### config.mk
export PLATFORM = sky130hd
export DESIGN_NAME = comparator_pipe
export DESIGN_NICKNAME = d
export VERILOG_FILES = /design/src/rtl/comparator_pkg.sv /design/src/rtl/comparator_pipe_cmp_stage.sv /design/src/rtl/comparator_pipe.sv
export SDC_FILE = /design/constraint.sdc
export NUM_CORES = 1
export LEC_CHECK = 0
export CAP_MARGIN = 20
export CORE_UTILIZATION = 55
export CTS_CLUSTER_DIAMETER = 100
export DETAILED_ROUTE_END_ITERATION = 10
export PLACE_DENSITY_LB_ADDON = 0.05
export REMOVE_ABC_BUFFERS = 1
export SYNTH_ARGS = -nofsm -noshare
export SYNTH_HDL_FRONTEND = slang
export SYNTH_SLANG_ARGS = --single-unit
### constraint.sdc
create_clock -name clk -period 1.95 [get_ports clk]
set_input_delay 0.585 -clock clk [delete_from_list [all_inputs] [get_ports clk]]
set_output_delay 0.585 -clock clk [all_outputs]
set_load 0.005 [all_outputs]
### src/rtl/comparator_pkg.sv
// Shared types and configuration check for the chunked comparator pipeline.
package comparator_pkg;

  // Widest operand a pipeline instance may carry through its stages
  localparam int unsigned MAX_W = 64;

  // Per-stage payload: control flags plus the operand bits still to be resolved,
  // left-aligned so the next chunk to examine always sits at the top.
  typedef struct packed {
    logic             valid;
    logic             decided;
    logic             lt;
    logic             gt;
    logic             eq;
    logic             is_signed;
    logic [MAX_W-1:0] a_rem;
    logic [MAX_W-1:0] b_rem;
  } stage_t;

  // Legal when the operand splits evenly into non-empty chunks and fits the payload
  function automatic bit cfg_ok(input int unsigned n, input int unsigned chunk);
    return (chunk != 0) && (chunk <= n) && ((n % chunk) == 0) && (n <= MAX_W);
  endfunction

endpackage

### src/rtl/comparator_pipe_cmp_stage.sv
// One pipeline stage: resolves the top CHUNK bits of the remaining operands.
module cmp_stage
  import comparator_pkg::*;
#(
  parameter int unsigned CHUNK = 8
) (
  input  logic   clk,
  input  logic   rst_n,
  input  logic   en,
  input  stage_t d,
  output stage_t q
);

  logic [CHUNK-1:0] chunk_a;
  logic [CHUNK-1:0] chunk_b;
  stage_t           nxt;

  // Decide on the first unequal chunk; an earlier decision passes through untouched
  always_comb begin
    nxt     = '0;
    chunk_a = d.a_rem[MAX_W-1 -: CHUNK];
    chunk_b = d.b_rem[MAX_W-1 -: CHUNK];
    if (d.valid) begin
      nxt       = d;
      nxt.a_rem = d.a_rem << CHUNK;
      nxt.b_rem = d.b_rem << CHUNK;
      if (!d.decided && (chunk_a != chunk_b)) begin
        nxt.decided = 1'b1;
        nxt.lt      = (chunk_a < chunk_b);
        nxt.gt      = (chunk_a > chunk_b);
      end
      nxt.eq = !nxt.decided;
    end
  end

  // Stage register; holds during a global stall
  always_ff @(posedge clk or negedge rst_n) begin
    if (!rst_n) begin
      q <= '0;
    end else if (en) begin
      q <= nxt;
    end
  end

endmodule

### src/rtl/comparator_pipe.sv
// Pipelined magnitude comparator resolving CHUNK bits per stage, MSB chunk first.
module comparator_pipe
  import comparator_pkg::*;
#(
  parameter int unsigned N     = 32,
  parameter int unsigned CHUNK = 8
) (
  input  logic         clk,
  input  logic         rst_n,
  input  logic         in_valid,
  output logic         in_ready,
  input  logic [N-1:0] a,
  input  logic [N-1:0] b,
  input  logic         is_signed,
  output logic         out_valid,
  input  logic         out_ready,
  output logic         lt,
  output logic         eq,
  output logic         gt
);

  localparam int unsigned S = ((CHUNK == 0) || (CHUNK > N)) ? 1 : (N / CHUNK);

  if (!cfg_ok(N, CHUNK)) begin : g_bad_cfg
    $error("comparator_pipe: N must be a non-zero multiple of CHUNK and at most MAX_W");
  end

  logic         advance;
  logic [N-1:0] sign_flip;
  stage_t       stage_in;
  stage_t       stage_q [S];
  logic         unused_tail;

  // Whole pipeline moves together unless the held output is refused
  assign advance  = out_ready || !out_valid;
  assign in_ready = advance;

  // Flipping the sign bit maps two's-complement order onto unsigned order
  assign sign_flip = N'(is_signed) << (N - 1);

  // Capture operands left-aligned into the payload
  always_comb begin
    stage_in           = '0;
    stage_in.valid     = in_valid;
    stage_in.is_signed = is_signed;
    stage_in.a_rem     = MAX_W'(a ^ sign_flip) << (MAX_W - N);
    stage_in.b_rem     = MAX_W'(b ^ sign_flip) << (MAX_W - N);
  end

  for (genvar k = 0; k < S; k++) begin : g_stage
    if (k == 0) begin : g_first
      cmp_stage #(.CHUNK(CHUNK)) u_stage (
        .clk   (clk),
        .rst_n (rst_n),
        .en    (advance),
        .d     (stage_in),
        .q     (stage_q[k])
      );
    end else begin : g_next
      cmp_stage #(.CHUNK(CHUNK)) u_stage (
        .clk   (clk),
        .rst_n (rst_n),
        .en    (advance),
        .d     (stage_q[k-1]),
        .q     (stage_q[k])
      );
    end
  end

  // Final stage flops drive the result directly
  assign out_valid = stage_q[S-1].valid;
  assign lt        = stage_q[S-1].lt;
  assign eq        = stage_q[S-1].eq;
  assign gt        = stage_q[S-1].gt;

  // Leftover payload of the last stage has no consumer
  assign unused_tail = ^{stage_q[S-1].a_rem, stage_q[S-1].b_rem,
                         stage_q[S-1].is_signed, stage_q[S-1].decided};

endmodule

Word level (Yosys, flattened, before mapping)
Cells that the tools add are included.
W data, S select, Z words.
{"block": "op_classes", "reduce_logical": 12, "n_lt_le_gt_ge": 8, "n_bitwise": 2, "mux": 12, "n_eq_ne": 4}
{"operator": "$mux W134", "count": 4}
{"operator": "$xor A32 B32 Y32", "count": 2}
{"operator": "$gt A8 B8 Y1", "count": 4}
{"operator": "$lt A8 B8 Y1", "count": 4}
{"operator": "$ne A8 B8 Y1", "count": 4}
{"operator": "$mux W3", "count": 8}
{"operator": "$logic_not A1 Y1", "count": 8}
{"operator": "$logic_and A1 B1 Y1", "count": 3}
{"operator": "$logic_or A1 B1 Y1", "count": 1}
{"block": "word_totals", "input_bits": 69, "reg_bits": 403, "out_inout_bits": 5, "wordCells": 63}

Logic depth before layout (Yosys ltp)
Gate-level depths: netlist (run 1).
{"block": "logic_depth", "word_depth": 6, "mapped_depth": 7, "mapped_depth_nobuf": 7}

Cells and area by module
A second synthesis (run 1) with hierarchy kept.
{"block": "hier_totals", "cells_unflattened": 2231, "hier_area_um2": 20348.3}
{"mod": "cmp_stage at g_stage[1].g_next.u_stage ...", "seq_area_each_um2": 2952.8, "area_per_inst_um2": 5079.9, "n_inst": 3, "cells_per_inst": 557}
{"mod": "cmp_stage at g_stage[0].g_first.u_stage", "seq_area_each_um2": 2952.8, "area_per_inst_um2": 5081.1, "n_inst": 1, "cells_per_inst": 556}
{"mod": "comparator_pipe", "seq_area_each_um2": 0.0, "area_per_inst_um2": 27.5, "n_inst": 1, "cells_per_inst": 4}

Least setup slack after synthesis (run 1)
Ideal clock, no wire load.
{"block": "synth_timing", "path_kind": "input to register", "startpoint": "input b[25]", "endpoint": "register g_stage[0].g_first.u_stage.q[130] in the netlist's numbering", "arrival_time_ps": 1687, "setup_time_ps": 139, "slack_ps": 124, "n_path_buf": 0, "required_ps": 1811, "stages": 7, "path_cell_list": "inv_1 ha_1 nor2b_1 o211ai_1 a21oi_1 a2111oi_2 o22ai_1"}
{"block": "synth_via", "elab_chain_len": 5, "elab_cells_between_ends": 6, "cone_classes": "1 x order compare; 1 x eq/ne; 3 x mux; 1 x bitwise"}
{"item": "start, declared", "line": "comparator_pipe.sv:13", "text": "input logic [N-1:0] b,"}
{"item": "$xor A32 B32 Y32 (*)", "line": "comparator_pipe.sv:47", "text": "stage_in.b_rem = MAX_W'(b ^ sign_flip) << (MAX_W - N);"}
{"item": "$gt A8 B8 Y1 or $ne A8 B8 Y1 (tied branches)", "line": "comparator_pipe_cmp_stage.sv:30, comparator_pipe_cmp_stage.sv:27"}
{"item": "$mux W3 (*)", "line": "comparator_pipe_cmp_stage.sv:27", "text": "if (!d.decided && (chunk_a != chunk_b)) begin"}
{"item": "$mux W3 (*)", "line": "comparator_pipe_cmp_stage.sv:23", "text": "if (d.valid) begin"}
{"item": "$mux W134 (*)", "line": "comparator_pipe_cmp_stage.sv:23"}
{"item": "end signal, assigned", "line": "comparator_pipe_cmp_stage.sv:41", "text": "q <= nxt;"}
{"item": "end, declared", "line": "comparator_pipe_cmp_stage.sv:11", "text": "output stage_t q"}
Mark *: on every way between the ends. The rest lies on a longest branch, timed or not. The select of a mux whose other input is x is not followed.
A chain may end at the register's enable or synchronous reset.

Worst setup path after layout (run 1)
{"block": "layout_timing", "startpoint": "register g_stage[0].g_first.u_stage.q[121] in the netlist's numbering", "endpoint": "register g_stage[1].g_next.u_stage.q[130] in the netlist's numbering"}
{"block": "layout_via", "elab_chain_len": 5, "elab_cells_between_ends": 6, "cone_classes": "1 x order compare; 1 x eq/ne; 3 x mux; 1 x reduce/logical"}
{"item": "branches (longest 2 deep; another with $gt A8 B8 Y1)"}
{"item": "$mux W3 (*)", "line": "comparator_pipe_cmp_stage.sv:27"}
{"item": "$mux W3 (*)", "line": "comparator_pipe_cmp_stage.sv:23"}
{"item": "$mux W134 (*)", "line": "comparator_pipe_cmp_stage.sv:23"}
{"item": "end signal, assigned", "line": "comparator_pipe_cmp_stage.sv:41"}
{"item": "end, declared", "line": "comparator_pipe_cmp_stage.sv:11"}
Every way passes the cells marked *. The select of a mux whose other input is x is not followed.

==> impl_metrics.tcl, run 1 <==
set metrics [dict create \
    root_buffer "clkbuf_8" \
    worstSetupPathType "reg -> reg" \
    yosys.area.top_type "dfrtp_1" \
    cts_buffers 9 \
    port_buffers 73 \
    die_h_microns 99.1 \
    grt_start_max_net_pins 86 \
    fillers 764 \
    relSlewSlack 0.420 \
    critical_path_arrival_ps 2140 \
    synth_common_cells "nand2_1 (166), dfrtp_1 (112), nand3_1 (97), inv_1 (35), ha_1 (32)" \
    cts_tree "done" \
    die_x_microns 99.1 \
    drv_slew 0 \
    min_path_type "in -> async" \
    rr_startpoint "g_stage[0].g_first.u_stage.q[121]$_DFFE_PN0P_" \
    firstDrtPassIters 4 \
    fmax_mhz 532 \
    power_density_nw_per_um2 1110 \
    viasPerCell 5.43 \
    diodes 0 \
    power_mw 7.05 \
    h-tree-depth 3 \
    layout_min_cycle_time_ps 1880 \
    gp_congestion 0.795 \
    cts.reportedPaths.clkPinSlew_ps 100 \
    drc 0 \
    r2r-end "g_stage[1].g_next.u_stage.q[130]$_DFFE_PN0P_" \
    yosysWarnings 0 \
    dp.final_hpwl_microns 6910 \
    max_slew.worst_pin.slew_ps 870 \
    drive_gt1_frac 0.0740 \
    syn_to_final_growth_pct 22.5 \
    ys_seq_area_frac 0.540 \
    rrSetupSlack_ps 70 \
    grt_pass1_wl_microns 17800 \
    critPathCaptureType "register" \
    netlist_instances 567 \
    crit_required_ps 2220 \
    clkLatencyLatePin_ps 380 \
    drv_cap 0 \
    finalSetupViolCount 0 \
    period_share 0.963 \
    synth_area_sq_um 5190 \
    die_area_sq_um 9830 \
    synthArstFlopShare 1.00 \
    placed_cell_area_sq_um 6070 \
    antenna_found_initial 0 \
    cts.sinks 112 \
    syn_area_per_cell_sq_um 9.15 \
    start_kind "register" \
    wl_per_cell_microns 13.6 \
    dr.first_iter.drc_count 192 \
    fp.coreArea_sq_um 9200 \
    rr_worst_depth 6 \
    postRouteAntennaNets 0 \
    rsz0062_at_grt "no" \
    final_area_sq_um 6350 \
    fin_nets 731 \
    synth_top_area_share 0.540 \
    status "finished clean" \
    synthDistinctLibCells 34 \
    groute.usage.overall 0.226 \
    cp_max_fo 2 \
    hold_ws_ps 190 \
    io_pins 74 \
    synth_ff_type "dfrtp_1" \
    vias 4052 \
    grt_pass1_vias 4036 \
    ys_top_cells_by_area "dfrtp_1 (54%), nand2_1 (12%), nand3_1 (9.4%)" \
    clock_path_buffers 2 \
    synth_edf_count 0 \
    ys_ff_latch 112 \
    wirelength_microns 10100 \
    irDropWorstVdd_v 0.000942 \
    start_util 0.564 \
    skew_ps 13.0 \
    num_rows 35 \
    hold_viol 0 \
    grt-ovfl-total 0 \
    synth_most_common_cell "nand2_1" \
    p_leak_nw 3.22 \
    setup_tns_ps 0 \
]
## layout make-up
class / count / area [sq um] / share of cell area
Clock buffer: 9 / 124 / 0.0195
Tap cell: 111 / 139 / 0.0219
Multi-Input combinational cell: 383 / 2130 / 0.336
Inverter: 36 / 136 / 0.0215
Clock inverter: 7 / 126 / 0.0199
Timing Repair Buffer: 88 / 892 / 0.140
Sequential cell: 112 / 2800 / 0.441
## cells in the final DEF (no fill, tap or decap), types with 3 or more instances in the layout
| cell type | synthesis | final |
|---|---|---|
| nand3_1 | 97 | 97 |
| o21ai_0 | 27 | 27 |
| o211ai_2 | 4 | 4 |
| buf_12 | 0 | 5 |
| a21oi_1 | 10 | 9 |
| a22o_1 | 3 | 3 |
| nor2_1 | 6 | 6 |
| buf_4 | 0 | 11 |
| ha_1 | 32 | 31 |
| bufinv_16 | 0 | 3 |
| nor2b_4 | 2 | 3 |
| dfrtp_1 | 112 | 112 |
| clkdlybuf4s50_1 | 0 | 69 |
| nand4_1 | 10 | 10 |
| clkbuf_8 | 0 | 9 |
| nand2_1 | 166 | 166 |
| inv_1 | 35 | 35 |
## per-layer routing
metal	vias up	GRT usage	wire length, microns
met2	70	0.389	5020
met1	1954	0.286	4620
met5	-	0	0
li1	2017	-	-
met3	11	0.0576	384
met4	0	0.0622	112
## through the flow
step / cells / util / worst slack (ps)
2_1_floorplan: 531 / - / -4060
6_report: 746 / 0.691 / 71.4
4_1_cts: 745 / 0.688 / 41.7
3_5_place_dp: 729 / 0.661 / -496
3_3_place_gp: 729 / 0.661 / -431
5_1_grt: 746 / 0.691 / 1.36
## repair_timing
item	in CTS	in global routing
resized for setup	6	2
hold buffers	0	0
setup buffers	0	1
setup endpoints to repair	3	2
pin swaps	1	5
## power by group
part,switching [mW],internal [mW]
sequential,0.271,2.82
combinational,1.32,0.967
clock,0.802,0.871
total,2.39,4.66
## flip-flops by register name (all words and copies together) (netlist names)
signal / cells
g_stage.g_next.u_stage.q: 60
g_stage.g_first.u_stage.q: 52
## worst max-delay path, cell delays in order (launching register included)
cell,delay (ps)
dfrtp_1,400
ha_1,290
nor2b_4,130
o211ai_2,120
a21oi_1,100
or4_4,540
a22o_1,200
## logic make-up (layout without fill, tap and decap cells)
| logic type | count (synthesis) | after routing | synth area share |
|---|---|---|---|
| flip-flops | 112 | 112 | 0.540 |
| adder cells (fa/ha/maj) | 32 | 32 | 0.0772 |
| AO/OA/AOI/OAI | 60 | 60 | 0.0764 |
| XOR/XNOR | 2 | 2 | 0.00338 |
| AND/OR/NAND/NOR | 289 | 289 | 0.247 |
| buffers and inverters | 72 | 140 | 0.0555 |
## worst max-delay path by stage
stage	from	endpoint	slack [ps]	cells after the start
2_1_floorplan	out_ready	g_stage[0].g_first.u_stage.q[131]$_DFFE_PN0P_	-4060	5
3_3_place_gp	out_ready	in_ready	-430	4
3_5_place_dp	b[25]	g_stage[0].g_first.u_stage.q[131]$_DFFE_PN0P_	-500	8
4_1_cts	is_signed	g_stage[0].g_first.u_stage.q[131]$_DFFE_PN0P_	40	6
5_1_grt	g_stage[0].g_first.u_stage.q[57]$_DFFE_PN0P_	g_stage[1].g_next.u_stage.q[130]$_DFFE_PN0P_	1	7
6_report	g_stage[0].g_first.u_stage.q[121]$_DFFE_PN0P_	g_stage[1].g_next.u_stage.q[130]$_DFFE_PN0P_	70	6
(Power assumes the default switching activity.)
==> run 2: changes to the inputs <==
Settings changed: CORE_MARGIN from default to 10, CTS_CLUSTER_DIAMETER 100 to 200.
==> run 2 against run 1 <==
Wire length is 5.7% higher; critical path depth is 2 lower; non-clock buffer count stayed put; flip-flop and latch count stayed put; utilization is 0.57 points lower; cell area is 0.83% lower; hold slack worse by 92 ps; die area is 40% higher; first-iteration DRC count is 57% higher; clock power is 13% lower; global-route usage is 5.5 points lower.
==> impl_metrics.tcl, run 2 (synthesis gave the netlist of run 1 again) <==
set metrics [dict create \
    viasPerCell 5.34 \
    period_share 0.964 \
    postRouteAntennaNets 0 \
    finalSetupViolCount 0 \
    reg_top3 "g_stage.g_next.u_stage.q: 60 flops, g_stage.g_first.u_stage.q: 52 flops" \
    status "finished clean" \
    p_comb_frac 0.333 \
    cts.reportedPaths.clkPinSlew_ps 100 \
    fp.coreArea_sq_um 9200 \
    netSwitchingFraction 0.351 \
    final_cell_mix "nand2_1 (166), dfrtp_1 (112), nand3_1 (97)" \
    p_leak_nw 3.22 \
    grt_pass1_vias 4295 \
    place_ws_ps -491 \
    fin_nets 731 \
    dr.first_iter.drc_count 302 \
    wl_per_cell_microns 14.4 \
    io_pins 74 \
    num_rows 35 \
    top_register "g_stage.g_next.u_stage.q" \
    drc 0 \
    final_common_cell "nand2_1" \
    hold_buffers 0 \
    postCtsSetupBuffers 0 \
    port_buffers 73 \
    dp.final_hpwl_microns 7600 \
    post-route-util 0.685 \
    critPathCaptureType "output port" \
    irDropWorstVdd_v 0.000441 \
    p_switching_mw 2.39 \
    pwr-share-seq 0.453 \
    p_int_mw 4.43 \
    worstSetupPathType "in -> out" \
    cp_max_fo 2 \
    critical_path_arrival_ps 1290 \
    largest_reg_flops 60 \
    fillers 765 \
    wirelength_microns 10700 \
    rsz0062_at_grt "no" \
    clkLatencyLatePin_ps 380 \
    grt-ovfl-total 0 \
    vias 3980 \
    cts_buffers 9 \
    root_buffer "clkbuf_8" \
    h-tree-depth 3 \
    layout_min_cycle_time_ps 1880 \
    crit_required_ps 1360 \
    cts.sinks 112 \
    drive_gt1_frac 0.0787 \
    die_h_microns 117 \
    groute.usage.overall 0.172 \
    placed_cell_area_sq_um 6040 \
    skew_ps 18.5 \
    r2r-end "g_stage[2].g_next.u_stage.q[130]$_DFFE_PN0P_" \
    setup_ws_ps 70.2 \
    relSlewSlack 0.424 \
    diodes 0 \
    gp_congestion 0.775 \
    max_slew.worst_pin.slew_ps 864 \
    fmax_mhz 532 \
    hold_viol 0 \
    start_kind "input port" \
    clock_path_buffers 2 \
    rr_worst_depth 7 \
    start_util 0.564 \
    cts_tree "done" \
    rr_startpoint "g_stage[1].g_next.u_stage.q[57]$_DFFE_PN0P_" \
    final_area_sq_um 6300 \
    min_path_type "in -> async" \
    power_mw 6.82 \
    power_density_nw_per_um2 1080 \
    rrSetupSlack_ps 90 \
    drv_slew 0 \
    clkPwrFrac 0.213 \
    syn_to_final_growth_pct 21.5 \
    die_x_microns 117 \
    drv_cap 0 \
    grt_pass1_wl_microns 19100 \
    antenna_found_initial 0 \
    hold_ws_ps 98.1 \
    firstDrtPassIters 4 \
    grt_start_max_net_pins 86 \
    die_area_sq_um 13700 \
]
==> run 2: cell count changes in the layout (fill, tap and decap cells not counted), sizes merged <==
cell           change
clkdlybuf4s50      -4
clkbuf             +1
bufinv             -2
dlymetal6s2s       +4
clkinvlp           +1
buf                -1
clkdlybuf4s15      +1
==> run 2: how the worst max path moves through the flow <==
stage	startpoint	endpoint	slack (ps)
floorplan	out_ready	g_stage[0].g_first.u_stage.q[131]$_DFFE_PN0P_	-4060
global placement	out_ready	g_stage[3].g_next.u_stage.q[131]$_DFFE_PN0P_	-440
detailed placement	b[25]	g_stage[0].g_first.u_stage.q[130]$_DFFE_PN0P_	-490
CTS	is_signed	g_stage[0].g_first.u_stage.q[131]$_DFFE_PN0P_	40
global route	b[31]	g_stage[0].g_first.u_stage.q[130]$_DFFE_PN0P_	5
finish	out_ready	in_ready	70
==> run 2: metrics by stage <==
stage	instances	TNS, ps
floorplan	531	-431500
global route	746	0
finish	746	0
CTS	746	0
detailed placement	730	-32080
global placement	730	-30260
==> run 2: repair_timing <==
| action | CTS | global route |
|---|---|---|
| resized for setup | 5 | 9 |
| setup endpoints to repair | 6 | 3 |
| gates cloned | 0 | 0 |
| pin swaps | 1 | 6 |
==> run 2: power groups by stage <==
stage / clock network [mW] / logic (mW) / registers [mW]
after floorplan: 0 / 1.42 / 3.13
after global placement: 0 / 2.23 / 3.12
after detailed placement: 0 / 2.28 / 3.14
after CTS: 1.48 / 2.30 / 3.09
after global routing: 1.58 / 2.61 / 3.16
final: 1.45 / 2.27 / 3.09
==> run 2: cell type report <==
class | count | area (sq um) | area share
tap | 111 | 139 | 0.0220
clock inverter | 6 | 73.8 | 0.0117
clock buffer | 10 | 138 | 0.0218
sequential | 112 | 2800 | 0.445
timing repair buffer | 88 | 871 | 0.138
multi-input combinational | 383 | 2140 | 0.340
inverter | 36 | 136 | 0.0216
==> run 2: metal layers <==
metal	routed length [microns]	vias up	track usage	share of wire
met3	522	11	0.0408	0.049
met4	170	0	0.0610	0.016
li1	-	2013	-	-
met2	5160	67	0.293	0.48
met5	0	-	0	0
met1	4860	1889	0.207	0.45
==> run 2: critical path, cell delays in order <==
cell,delay (ps)
dlygate4sd2_1,270
nor2b_4,130
clkinv_2,60
clkdlybuf4s15_2,240
==> run 3: changes to the inputs <==
Settings changed: CORE_MARGIN 10 to 2, CTS_CLUSTER_DIAMETER 200 to default.
==> run 3 against run 2 <==
Largest cell class unchanged; non-clock buffer count up 1; die area down 25%; hold slack better by 30 ps; critical path depth unchanged; cell count up 0.13%; register-to-register slack about the same; critical endpoint unchanged; setup slack worse by 20 ps; cell area down 0.30%.
==> impl_metrics.tcl, run 3 (synthesis gave the netlist of run 1 again) <==
set metrics [dict create \
    power_mw 6.66 \
    final_cell_mix "nand2_1 (166), dfrtp_1 (112), nand3_1 (97)" \
    critPathTopFamily "buffers and inverters" \
    dp.final_hpwl_microns 7100 \
    setup_ws_ps 50.4 \
    period_share 0.974 \
    top_register "g_stage.g_next.u_stage.q" \
    p_leak_nw 3.20 \
    critical_path_arrival_ps 1310 \
    cp_max_fo 2 \
    grt_start_max_net_pins 86 \
    place_ws_ps -450 \
    dr.first_iter.drc_count 118 \
    drc 0 \
    register_area_sq_um 2800 \
    dp.cells 729 \
    layout.cells.non_filler 747 \
    die_area_sq_um 10200 \
    h-tree-depth 3 \
    viasPerCell 5.41 \
    min_path_type "in -> async" \
    cts.reportedPaths.clkPinSlew_ps 100 \
    grt_pass1_vias 3933 \
    num_rows 35 \
    hold_buffers 0 \
    clkLatencyLatePin_ps 370 \
    grt_pass1_wl_microns 17700 \
    critical_path_buf_inv_count 3 \
    die_x_microns 101 \
    fmax_mhz 526 \
    multi_input_area_sq_um 2130 \
    power_density_nw_per_um2 1060 \
    clock_path_buffers 2 \
    path_cells "dlygate4sd2_1, nor2b_4, clkinv_2, clkdlybuf4s15_2" \
    max_stage_delay_ps 260 \
    status "finished clean" \
    port_buffers 73 \
    antenna_found_initial 0 \
    drv_cap 0 \
    syn_to_final_growth_pct 21.1 \
    placed_cell_area_sq_um 6060 \
    final_area_sq_um 6280 \
    gp_congestion 0.736 \
    skew_ps 17.6 \
    die_h_microns 101 \
    hold_ws_ps 128 \
    fillers 763 \
    groute.usage.overall 0.217 \
    start_kind "input port" \
    rr_worst_depth 6 \
    root_buffer "clkbuf_8" \
    fin_nets 732 \
    worstSetupPathType "in -> out" \
    largest_reg_flops 60 \
    setup_tns_ps 0 \
    final_common_cell "nand2_1" \
    drv_slew 0 \
    post-route-util 0.683 \
    critPathCaptureType "output port" \
    wl_per_cell_microns 13.7 \
    layout_min_cycle_time_ps 1900 \
    rsz0062_at_grt "yes" \
    start_util 0.564 \
    cts.sinks 112 \
    grt-ovfl-total 0 \
    reg_top3 "g_stage.g_next.u_stage.q: 60 flops, g_stage.g_first.u_stage.q: 52 flops" \
    cts_buffers 9 \
    wirelength_microns 10200 \
    vias 4042 \
    max_slew.worst_pin.slew_ps 868 \
    diodes 0 \
    finalSetupViolCount 0 \
    io_pins 74 \
    irDropWorstVdd_v 0.000587 \
    cts_tree "done" \
    hold_viol 0 \
    crit_required_ps 1360 \
    drive_gt1_frac 0.0739 \
    cp.depth 4 \
    relSlewSlack 0.422 \
    firstDrtPassIters 5 \
    crit_slowest_cell "dlygate4sd2_1" \
    fp.coreArea_sq_um 9200 \
    postRouteAntennaNets 0 \
]
[run 3: cell types whose count changed in the layout (fill, tap and decap cells not counted), sizes merged]
cell,before,now
bufinv,1,0
buf,17,18
inv,38,36
clkinv,1,6
clkdlybuf4s50,65,68
dlymetal6s2s,4,1
clkinvlp,2,0
[run 3: final timing paths]
path                                                                      end  slack (ps)                                           from
worst min register to register  g_stage[0].g_first.u_stage.q[115]$_DFFE_PN0P_         470  g_stage[0].g_first.u_stage.q[115]$_DFFE_PN0P_
worst max register to register   g_stage[2].g_next.u_stage.q[130]$_DFFE_PN0P_          90   g_stage[1].g_next.u_stage.q[121]$_DFFE_PN0P_
max in group asynchronous        g_stage[1].g_next.u_stage.q[131]$_DFFE_PN0P_        1240                                          rst_n
min in group clk                g_stage[0].g_first.u_stage.q[115]$_DFFE_PN0P_         470  g_stage[0].g_first.u_stage.q[115]$_DFFE_PN0P_
worst max-delay path                                                 in_ready          50                                      out_ready
worst min-delay path             g_stage[0].g_first.u_stage.q[45]$_DFFE_PN0P_         130                                          rst_n
[run 3: final cells by class]
cell class | instances | share of cell area
Timing Repair Buffer | 89 | 0.143
Inverter | 36 | 0.0217
Multi-Input combinational cell | 383 | 0.339
Clock inverter | 6 | 0.00876
Sequential cell | 112 | 0.446
Clock buffer | 10 | 0.0203
Tap cell | 111 | 0.0221
[run 3: routing by layer]
| layer | vias up | GRT usage | part of all wire |
|---|---|---|---|
| met2 | 66 | 0.374 | 0.49 |
| met3 | 11 | 0.0338 | 0.033 |
| met1 | 1946 | 0.282 | 0.46 |
| met4 | 0 | 0.0738 | 0.013 |
| met5 | - | 0 | 0 |
| li1 | 2019 | - | - |
[run 3: what timing repair did]
item | CTS | global route
endpoints found under the hold margin | 0 | 0
endpoints found under the setup margin | 3 | 4
buffers inserted | 0 | 2
gates resized for setup | 4 | 4
pin swaps | 1 | 3
[run 3: report_power, final]
part	switching, mW	internal, mW
sequential	0.292	2.82
clock	0.794	0.487
combinational	1.28	0.983
==> variant 1: new RTL, config.mk and constraints of run 3 <==
`CHUNK` is set to 8 in 2 places; all go to 16.
--- a/src/rtl/comparator_pipe_cmp_stage.sv
+++ b/src/rtl/comparator_pipe_cmp_stage.sv
@@ -3,5 +3,5 @@
   import comparator_pkg::*;
 #(
-  parameter int unsigned CHUNK = 8
+  parameter int unsigned CHUNK = 16
 ) (
   input  logic   clk,
--- a/src/rtl/comparator_pipe.sv
+++ b/src/rtl/comparator_pipe.sv
@@ -4,5 +4,5 @@
 #(
   parameter int unsigned N     = 32,
-  parameter int unsigned CHUNK = 8
+  parameter int unsigned CHUNK = 16
 ) (
   input  logic         clk,
Function: changed (a bounded check fails within 4 cycles, from zero or initial values and one cycle with rst_n low).
==> variant 1 against run 3 <==
- the flow now finishes with violations (setup timing)
- wire length down 34%
- synthesized area is 55% lower
- worst setup slack worse by 0.17 ns
- cell area down 44%
- global-route usage is 7.1 points higher
- total power fell by 66%
- sequential cell count shrank 72
- critical endpoint is now g_stage[0].g_first.u_stage.q[130]$_DFFE_PN0P_
==> variant 1: results (changes against run 3) <==
stage;metric;value;unit;change
logic_synthesis;ys async rst share;100;%;unchanged
drt;1st-pass router iterations;4;;-1
global_route;Total GRT Usage;28.8;%;+7.1 points
setup_path;critical path's slowest cell;or4_4;;
run_status;failing checks;setup timing;;
global_route;pin count of the biggest net entering global routing;54;;-37%
logic_synthesis;Seq/Total Area, Yosys;42.5;%;-12 points
timing;Fin Setup TNS;-0.202;ns;-0.202 ns
timing;final setup violation count;2;;+2
final_layout;layout cells sized above 1;23.9;%;+17 points
drt;vias per cell;5.70;;+5.3%
global_route;grt ovf;0;;unchanged
run_status;status;finished with violations;;
placement;PortBufs;73;;unchanged
setup_path;arrival time worst endpoint;2.25;ns;+0.94 ns
logic_synthesis;commonest cells in the netlist;42 x nand2_1, 40 x dfrtp_1, 34 x nand3_1;;
pwr;leakage power;1.67;nW;-48%
placement;Post-Place Worst Slack;-0.851;ns;-0.402 ns
drt;DR WL/cell;16.6;µm;+21%
placement;DP Area;0.00321;mm²;-47%
logic_synthesis;Synth area leaders;dfrtp_1 43%, ha_1 17%, nand3_1 7.2%;;
global_route;first-pass GRT wire length;11.0;mm;-38%
final_layout;Final nets;455;;-38%
pwr;Internal;1.57;mW;-63%
clocking;clk_lat worst skew;0.29;ns;-0.08 ns
global_route;vias in the first global route;2431;;-38%
global_route;initial antenna violation count;0;;unchanged
final_layout;biggest regs;g_stage.g_first.u_stage.q (36), g_stage.g_next.u_stage.q (4);;
timing;skew final;0.0118;ns;-0.00575 ns
clocking;Reg clk slew, reported paths;0.08;ns;-0.02 ns
placement;Final HPWL DP;4.19;mm;-41%
timing;slew at the pin with the worst max-slew slack;0.492;ns;-0.376 ns
placement;RePlAce Congestion;0.757;;+2.8%
timing;worst setup margin;-0.122;ns;-0.172 ns
logic_synthesis;Compound-Gate Fraction of Synth Area;12.5;%;+4.8 points
setup_path;largest stage delay on the critical path;0.54;ns;+0.28 ns
logic_synthesis;XOR/XNOR Fraction of Synth Area;0.744;%;+0.41 points
clocking;# H-tree levels;2;;-1
logic_synthesis;mux cell area share after synthesis;0;%;unchanged
pwr;worst vdd ir;504;µV;-14%
logic_synthesis;post-synthesis adder-cell area fraction;17.0;%;+9.3 points
clocking;Num CTS Buffers;5;;-4
logic_synthesis;Synth cell types;32;;-5.9%
drt;DRT iter0 DRCs;167;;+42%
logic_synthesis;YS warnings;0;;unchanged
## variant 1: power by group through the flow
stage / clock network, mW / logic, mW / registers (mW)
2_1_floorplan: 0 / 0.322 / 0.969
6_report: 0.577 / 0.733 / 0.968
4_1_cts: 0.583 / 0.689 / 0.967
3_3_place_gp: 0 / 0.610 / 0.977
5_1_grt: 0.615 / 0.818 / 0.978
3_5_place_dp: 0 / 0.641 / 0.982
## variant 1: cells by family (layout without fill, tap and decap cells)
| kind of cell | count (synthesis) | in the layout |
|---|---|---|
| buffers and inverters | 44 | 131 |
| flip-flops | 40 | 40 |
| AO/OA/AOI/OAI | 48 | 48 |
| XOR/XNOR | 2 | 2 |
| AND/OR/NAND/NOR | 102 | 102 |
| adder cells (fa/ha/maj) | 32 | 32 |
## variant 1: path summary, 6_finish.rpt
path / cells after the start / start / slack, ns / end
worst max register to register: 6 / g_stage[0].g_first.u_stage.q[113]$_DFFE_PN0P_ / 0.16 / g_stage[1].g_next.u_stage.q[130]$_DFFE_PN0P_
worst max-delay path: 7 / a[21] / -0.12 / g_stage[0].g_first.u_stage.q[130]$_DFFE_PN0P_
min in group clk: 2 / g_stage[0].g_first.u_stage.q[119]$_DFFE_PN0P_ / 0.48 / g_stage[0].g_first.u_stage.q[119]$_DFFE_PN0P_
worst min register to register: 2 / g_stage[0].g_first.u_stage.q[119]$_DFFE_PN0P_ / 0.48 / g_stage[0].g_first.u_stage.q[119]$_DFFE_PN0P_
worst min-delay path: 1 / rst_n / 0.24 / g_stage[0].g_first.u_stage.q[119]$_DFFE_PN0P_
max in group asynchronous: 2 / rst_n / 1.22 / g_stage[1].g_next.u_stage.q[131]$_DFFE_PN0P_
## variant 1: routing by layer
metal | vias to the layer above | part of all wire (%) | GRT usage (%)
li1 | 1090 | - | -
met5 | - | 0 | 0
met3 | 27 | 6.2 | 5.81
met1 | 1082 | 36 | 31.4
met4 | 0 | 4.8 | 14.6
met2 | 108 | 53 | 52.5
## variant 1: area by class of cell
class	instances	area, µm²
clock inverter	1	7.51
clock buffer	7	86.3
inverter	32	125
timing repair buffer	91	812
multi-input combinational	184	1410
sequential	40	1000
fill	234	552
tap	50	62.6
## variant 1: metrics by stage
step,cells,power [mW]
2_1_floorplan,256,1.29
3_3_place_gp,392,1.59
3_5_place_dp,392,1.62
4_1_cts,405,2.24
5_1_grt,405,2.41
6_report,405,2.28
## variant 1: critical path: cells and delay by family
kind,cells,cell delay (ns)
AND/OR/NAND/NOR,1,0.54
adder cells (fa/ha/maj),1,0.24
AO/OA/AOI/OAI,4,0.78
buffers and inverters,1,0.10
## variant 1: timing repair
action | 4_1_cts | 5_1_grt
setup endpoints to repair | 4 | 5
hold buffers | 0 | 0
pin swaps | 23 | 14
setup buffers | 5 | 0
resized for setup | 107 | 21
==> variant 2: new RTL, flow settings as in run 3 <==
Without the edit above. Reset style: synchronous (`rst_n`), changed in one clocked block.
--- a/src/rtl/comparator_pipe_cmp_stage.sv
+++ b/src/rtl/comparator_pipe_cmp_stage.sv
@@ -35,5 +35,5 @@
 
   // Stage register; holds during a global stall
-  always_ff @(posedge clk or negedge rst_n) begin
+  always_ff @(posedge clk) begin
     if (!rst_n) begin
       q <= '0;
Formal check against the unedited RTL: differs if rst_n is asserted again (counterexample within 10 cycles, from zero or initial values and one cycle with rst_n low); with rst_n held inactive, the same outputs for 10 cycles.
==> variant 2 against run 3 <==
- sequential cell count unchanged
- count of clock-buffer cells in the layout unchanged
- wire length increased by 5.2%
- via count increased by 9.4%
- largest cell class is now multi-input gates
- global-route usage increased by 0.38 points
- cell area decreased by 3.1%
- worst setup slack got worse by 0.0020 ns
- first-iteration DRC count increased by 28%
- critical path type is now input port to flip-flop
- register-to-register slack improved by 0.08 ns
- synthesized area decreased by 4.1%
Power is not compared: it rests on default switching activity, and its combinational part moved more than twofold at a synthesized area within 25%.
==> variant 2: results (changes against run 3) <==
stage;metric;value;unit;change
drt;1st-pass router iterations;4;;-1
global_route;pin count of the biggest net entering global routing;83;;-3.5%
logic_synthesis;Most used DFF post-synth;dfxtp_1;;
setup_path;R2R Path End;g_stage[3].g_next.u_stage.q[131]$_SDFFE_PN0P_;;
final_layout;Signal buffers;95;;+6.7%
timing;Hold WS;0.456;ns;+0.328 ns
final_layout;FILL cells;739;;-3.1%
final_layout;register area;0.00224;mm²;-20%
drt;DR WL/cell;13.5;µm;-1.0%
logic_synthesis;ys async rst share;0;%;-100 points
setup_path;critical path's slowest cell;clkdlybuf4s50_1;;
global_route;vias in the first global route;4213;;+7.1%
logic_synthesis;XOR/XNOR Fraction of Synth Area;0.352;%;+0.014 points
logic_synthesis;Compound-Gate Fraction of Synth Area;16.7;%;+9.0 points
timing;fmax;526;MHz;-0.10%
final_layout;layout cells sized above 1;7.87;%;+0.48 points
global_route;GR Util met1;26.6;%;-1.6 points
logic_synthesis;Seq/Total Area, Yosys;45.0;%;-9.0 points
drt;met3 routed WL;354;µm;+5.7%
timing;skew final;0.00848;ns;-0.00909 ns
drt;vias post-DR;4423;;+9.4%
placement;RePlAce Congestion;0.807;;+9.6%
final_layout;Final clock-cell share;3.35;%;+0.44 points
drt;M1 wire length;4.81;mm;+2.5%
placement;Post-Place Worst Slack;-0.517;ns;-0.0671 ns
placement;Final HPWL DP;7.41;mm;+4.5%
logic_synthesis;commonest cells in the netlist;112 x dfxtp_1, 108 x a21oi_1, 107 x nand2_1;;
global_route;met3 usage;4.92;%;+1.5 points
worst_hold_path;HP Class;flip-flop to flip-flop;;
placement;DP Area;0.00584;mm²;-3.7%
final_layout;Signal buf overhead;15.2;%;+0.99 points
setup_path;Critical path origin;a[26];;
run_status;status;finished clean;;
timing;slew at the pin with the worst max-slew slack;0.510;ns;-0.358 ns
final_layout;fraction of area in multi-input gates;40.1;%;+6.3 points
final_layout;count of multi-input gates;427;;+11%
==> variant 2: cell count changes after synthesis, sizes merged, moves of 5 or more <==
| cell | before | now |
|---|---|---|
| a211oi | 2 | 7 |
| a21oi | 10 | 108 |
| clkbuf | 16 | 27 |
| dfrtp | 112 | 0 |
| dfxtp | 0 | 112 |
| nand2 | 166 | 107 |
| nand3 | 97 | 103 |
| o21ai | 27 | 8 |
==> variant 2: kinds of logic (layout without fill, tap and decap cells) <==
logic type      count (synthesis)  count (layout)
flops                         112             112
compound gates                146             146
fa+ha+maj                      32              32
simple gates                  247             247
buf+inv                        83             147
xor+xnor                        2               2
==> variant 2: metrics by stage <==
stage	util [%]	std cells	total power, mW	TNS, ns
2_1_floorplan	-	575	2.64	-558.53
3_3_place_gp	66.6	778	2.89	-36.91
3_5_place_dp	66.6	778	2.91	-38.61
4_1_cts	69.2	794	4.29	0
5_1_grt	69.5	794	4.45	0
6_report	69.5	794	4.27	0
